<file path="config.mk">
export PLATFORM = sky130hd
export DESIGN_NAME = int_source
export DESIGN_NICKNAME = d
export VERILOG_FILES = /design/src/rtl/int_source.sv
export SDC_FILE = /design/constraint.sdc
export NUM_CORES = 1
export LEC_CHECK = 0
export CAP_MARGIN = 30
export CORE_ASPECT_RATIO = 1.5
export CORE_UTILIZATION = 45
export CTS_CLUSTER_SIZE = 10
export DETAILED_ROUTE_END_ITERATION = 8
export GPL_ROUTABILITY_DRIVEN = 0
export PLACE_DENSITY_LB_ADDON = 0.1
export RECOVER_POWER = 25
export SLEW_MARGIN = 20
export SYNTH_ARGS = -nofsm -noshare
export SYNTH_HDL_FRONTEND = slang
export SYNTH_SLANG_ARGS = --single-unit
</file>
<file path="constraint.sdc">
create_clock -name clk_i -period 2.9 [get_ports clk_i]
set_clock_uncertainty 0.15 [all_clocks]
set_input_delay 0.58 -clock clk_i [delete_from_list [all_inputs] [get_ports clk_i]]
set_output_delay 0.58 -clock clk_i [all_outputs]
set_load 0.1 [all_outputs]
</file>
<file path="src/rtl/int_source.sv">
// Edge-triggered interrupt source: latches rising edges on peripheral event
// lines into a W1C pending register and drives a level interrupt with a gap.
module int_source #(
  parameter int NSRC = 8,
  parameter int GAP  = 4
) (
  input  logic            clk_i,
  input  logic            rst_i,
  input  logic [NSRC-1:0] ev_i,
  input  logic [1:0]      addr_i,
  input  logic [7:0]      wdata_i,
  input  logic            we_i,
  output logic [7:0]      rdata_o,
  output logic            int_o
);

  localparam int CW = $clog2(GAP) + 1;

  typedef enum logic [1:0] {
    S_IDLE   = 2'd0,
    S_ASSERT = 2'd1,
    S_GAP    = 2'd2
  } state_e;

  logic [NSRC-1:0] ev_q;
  logic [NSRC-1:0] pend_q;
  logic [NSRC-1:0] pend_d;
  logic [NSRC-1:0] mask_q;
  logic [NSRC-1:0] mask_d;
  logic [NSRC-1:0] edge_s;
  logic [NSRC-1:0] clr_s;
  logic [NSRC-1:0] act_s;
  logic [NSRC-1:0] act_d_s;
  logic            any_s;
  logic            any_d_s;
  logic            ack_s;
  logic            wr_pend_s;
  logic            wr_mask_s;
  state_e          state_q;
  logic [CW-1:0]   cnt_q;
  logic            int_q;

  function automatic logic [2:0] lowest_idx(input logic [NSRC-1:0] v);
    logic [2:0] idx;
    idx = 3'd0;
    for (int i = NSRC - 1; i >= 0; i--) begin
      if (v[i]) begin
        idx = 3'(i);
      end else begin
        idx = idx;
      end
    end
    return idx;
  endfunction

  // Edge detect, W1C pending update (set wins over clear), mask load, and the
  // acknowledge condition that forces a fresh interrupt edge.
  always_comb begin
    wr_pend_s = we_i && (addr_i == 2'd0);
    wr_mask_s = we_i && (addr_i == 2'd1);
    edge_s    = ev_i & ~ev_q;
    if (wr_pend_s) begin
      clr_s = wdata_i[NSRC-1:0];
    end else begin
      clr_s = '0;
    end
    pend_d = (pend_q & ~clr_s) | edge_s;
    if (wr_mask_s) begin
      mask_d = wdata_i[NSRC-1:0];
    end else begin
      mask_d = mask_q;
    end
    act_s   = pend_q & mask_q;
    any_s   = |act_s;
    act_d_s = pend_d & mask_d;
    any_d_s = |act_d_s;
    ack_s   = |(clr_s & act_s);
  end

  // Register read mux.
  always_comb begin
    case (addr_i)
      2'd0:    rdata_o = 8'(pend_q);
      2'd1:    rdata_o = 8'(mask_q);
      2'd2:    rdata_o = {any_s, 4'b0000, lowest_idx(act_s)};
      default: rdata_o = 8'h00;
    endcase
  end

  // Event history, pending and mask registers.
  always_ff @(posedge clk_i) begin
    ev_q <= ev_i;
    if (rst_i) begin
      pend_q <= '0;
      mask_q <= '0;
    end else begin
      pend_q <= pend_d;
      mask_q <= mask_d;
    end
  end

  // Interrupt FSM; a cause being cleared in the same cycle does not raise int.
  always_ff @(posedge clk_i) begin
    if (rst_i) begin
      state_q <= S_IDLE;
      cnt_q   <= '0;
      int_q   <= 1'b0;
    end else begin
      case (state_q)
        S_IDLE: begin
          if (any_s && any_d_s) begin
            state_q <= S_ASSERT;
            int_q   <= 1'b1;
          end else begin
            state_q <= S_IDLE;
            int_q   <= 1'b0;
          end
        end
        S_ASSERT: begin
          if (!any_d_s || ack_s) begin
            state_q <= S_GAP;
            cnt_q   <= CW'(GAP - 1);
            int_q   <= 1'b0;
          end else begin
            state_q <= S_ASSERT;
            int_q   <= 1'b1;
          end
        end
        S_GAP: begin
          if (cnt_q == '0) begin
            if (any_s && any_d_s) begin
              state_q <= S_ASSERT;
              int_q   <= 1'b1;
            end else begin
              state_q <= S_IDLE;
              int_q   <= 1'b0;
            end
          end else begin
            cnt_q   <= cnt_q - CW'(1);
            int_q   <= 1'b0;
          end
        end
        default: begin
          state_q <= S_IDLE;
          cnt_q   <= '0;
          int_q   <= 1'b0;
        end
      endcase
    end
  end

  assign int_o = int_q;

endmodule
</file>
==> metrics.md <==
| Metric | Value |
|---|---|
| RSZ-0062 raised after global routing | no |
| CTS tree | built |
| Boundary pin count | 30 |
| IO buf count | 29 |
| Yosys reg bits | 30 |
| Reg2reg setup slack | 0.92 ns |
| Clock Tree Buf Depth | 2 |
| Global Route Usage Sum | 0.230 |
| Async SR Flop Fraction | 0 |
| Final core utilization | 0.659 |
| Wire per inst | ~16 um |
| ANT nets after route | 0 |
| Synth Instances | 187 |
| Htree depth | 2 |
| Post-cts sizing count | 0 |
| Die boundary width | 51.2 um |
| Initial core utilization | 0.473 |
| VDD IR max | 0.317 mV |
| Post-synth top area cell | dfxtp_1 |
| Fmax | 0.359 GHz |
| Leakage | 0.980 nW |
| First-pass GRT wire length | roughly 6400 um |
| Worst slew margin | 0.221 |
| # nets final | 255 |
| CTS Sinks | 30 |
| Post-DP Area | 2130 um2 |
| Clock transition at path regs | around 0.070 ns |
| Max_cap viols | 0 |
| Most common flop cell mapped by yosys | dfxtp_1 |
| Via density | 5.54 |
| Largest cells by area after synthesis | dfxtp_1, mux2i_1, nor2_1, nor2b_1, a221oi_2 |
| Largest net degree at the start of global routing | 24 |
| Core area | 3450 um2 |
| Filler cells | 309 |
| Mapped cell area | 1630 um2 |
| Final Max Slew Viols | 0 |
| Status | finished clean |
| Critical path fanouts, max | 9 |
| Crit path top cell by count | buf_4 |
| CP max stage delay | 0.48 ns |
| CP max-delay cell | clkdlybuf4s50_1 |
| Number of setup buffers added after CTS | 0 |
| TritonCTS buffer count | 5 |
| Final setup fails | 0 |
| Post-synth EDFFs | 0 |
| Clk_lat worst skew | 0.29 ns |
| Drt drc | 0 |
| Share of layout cells above drive strength 1 | 0.183 |
| Total wire length | 4260 um |
| Fin. Hold Viols | 0 |
| DP HPWL | 3230 um |
| Die footprint | between 3000 and 4000 um2 |
| Yosys cell types | 38 |
| Area Growth Syn to Fin | 39.3% |
| Worst Setup Start Kind | input pin |
| Pwr dens | 468 nW/um2 |
| Hold Buf Count CTS | 0 |
| Die Ht | between 70 and 80 um |
| Crit end category | flop |
| Least-Margin Pin Slew | 1.17 ns |
| Initial antenna violation count | 0 |
| Grt total ovfl | 0 |
| Drt first pass iters | 4 |
| Area of the multi-input gates | ~1000 um2 |
| Register area share after synthesis | 0.368 |
| Critical Path AT | between 2 and 3 ns |
| Ant diodes | 0 |
| Worst-path cell chain | clkdlybuf4s50_1 > or3b_1 > buf_4 > a221oi_4 > o22ai_1 > nor4_4 > buf_4 > o21ai_2 > mux2i_1 |
| Final Cell Area | about 2300 um2 |
| Hold WC Path Type | flop to flop |
| Vias in the first global route | ~1.5k |
| Register area | about 600 um2 |
| Standard-cell rows | 26 |
| Yosys top cell area share | 0.368 |
| CP required | 2.92 ns |
| Synth Net Count | 214 |
| First DRT Iteration DRCs | 39 |
| Root Buffer | clkbuf_8 |
| Final Critical Period | 2.79 ns |
| Critical path class | input pin to flop |
| Ys Warns | 0 |
| Avg Inst Size Synth | between 8 and 9 um2 |
| Vias | between 1.5k and 2k |
| Final Cycle Share | 0.961 |
## where the power goes
part | switching (W) | internal [W]
Combinational | 0.000134 | 0.000115
Clock | 0.000168 | 0.000191
Sequential | 0.0000232 | 0.000433
Total | 0.000326 | 0.000738
## per-layer routing
metal	global-route usage	part of all wire	vias up
li1	-	-	737
met1	0.217	0.39	724
met3	0.0619	0.033	11
met4	0.136	0.026	0
met2	0.437	0.55	29
met5	0	0	-
## final timing paths
kind,from,endpoint,depth (start not counted)
max,we_i,cnt_q[0],9
min reg2reg,cnt_q[1],cnt_q[1],2
max reg2reg,pend_q[1],cnt_q[0],7
min,cnt_q[1],cnt_q[1],2
## per-stage QoR
stage	setup WS, ns	total power (W)	hold WS, ns	std cells	TNS, ns
floorplan	-0.195	0.000601	0.302	187	-0.941
global placement	-0.145	0.000697	0.321	263	-0.744
detailed placement	-0.230	0.000703	0.339	263	-1.18
CTS	0.0627	0.00106	0.350	271	0
global route	0.00153	0.00110	0.378	271	0
finish	0.112	0.00106	0.344	271	0
## critical path: cells and delay by family
kind                   cells  cell delay, ns
AOI/OAI and AO/OA          3            0.51
and+or+nand+nor            2            0.70
muxes                      1            0.13
buffers and inverters      3            0.87
## cells by family (layout without fill, tap and decap cells)
logic type	count (synthesis)	count (layout)	share of synthesized area
AND/OR/NAND/NOR	81	81	0.255
AO/OA/AOI/OAI	34	34	0.177
flip-flops	30	30	0.368
buffers and inverters	19	61	0.0491
multiplexers	17	17	0.104
adder cells (fa/ha/maj)	6	6	0.0460
## Yosys cell counts, types with 2 or more instances
cell type / n
nand2_1: 11
a221oi_1: 2
nor3_1: 3
nand3b_1: 2
dfxtp_1: 30
and2_1: 2
o21ai_1: 4
mux2i_1: 17
clkbuf_1: 2
nand2b_1: 2
o21ai_0: 3
ha_1: 6
o22ai_1: 5
a21oi_1: 3
nand4_1: 2
a22oi_1: 2
o2bb2ai_1: 2
buf_1: 2
inv_1: 13
nor2_1: 30
nand3_1: 9
a221oi_2: 5
nor2b_1: 15
## flip-flops by register name, summed over array words and instances (netlist names)
name	cells
cnt_q	3
ev_q	8
pend_q	8
state_q	2
mask_q	8
int_o	1
## layout by cell type (no fill, tap or decap), drive strengths merged, types with 3 or more instances in the layout
master         synthesis  routed
buf                    4      19
nand3                  9       9
a21oi                  3       3
dfxtp                 30      30
clkbuf                 2       7
ha                     6       6
nor3                   3       3
inv                   13      13
dlygate4sd3            0       8
nand2                 11      11
clkdlybuf4s50          0      12
nor2                  30      30
a221oi                 8       8
mux2i                 17      17
o21ai                  8       8
nor2b                 15      15
o22ai                  5       5
## layout make-up
cell class / count / area share
flip-flops and latches: 30 / 0.264
clock inverters: 2 / 0.00550
repair buffers: 40 / 0.202
clock buffers: 6 / 0.0363
inverters: 13 / 0.0215
multi-input cells: 138 / 0.447
well taps: 42 / 0.0231
No activity file was read; power rests on OpenSTA's default activity.
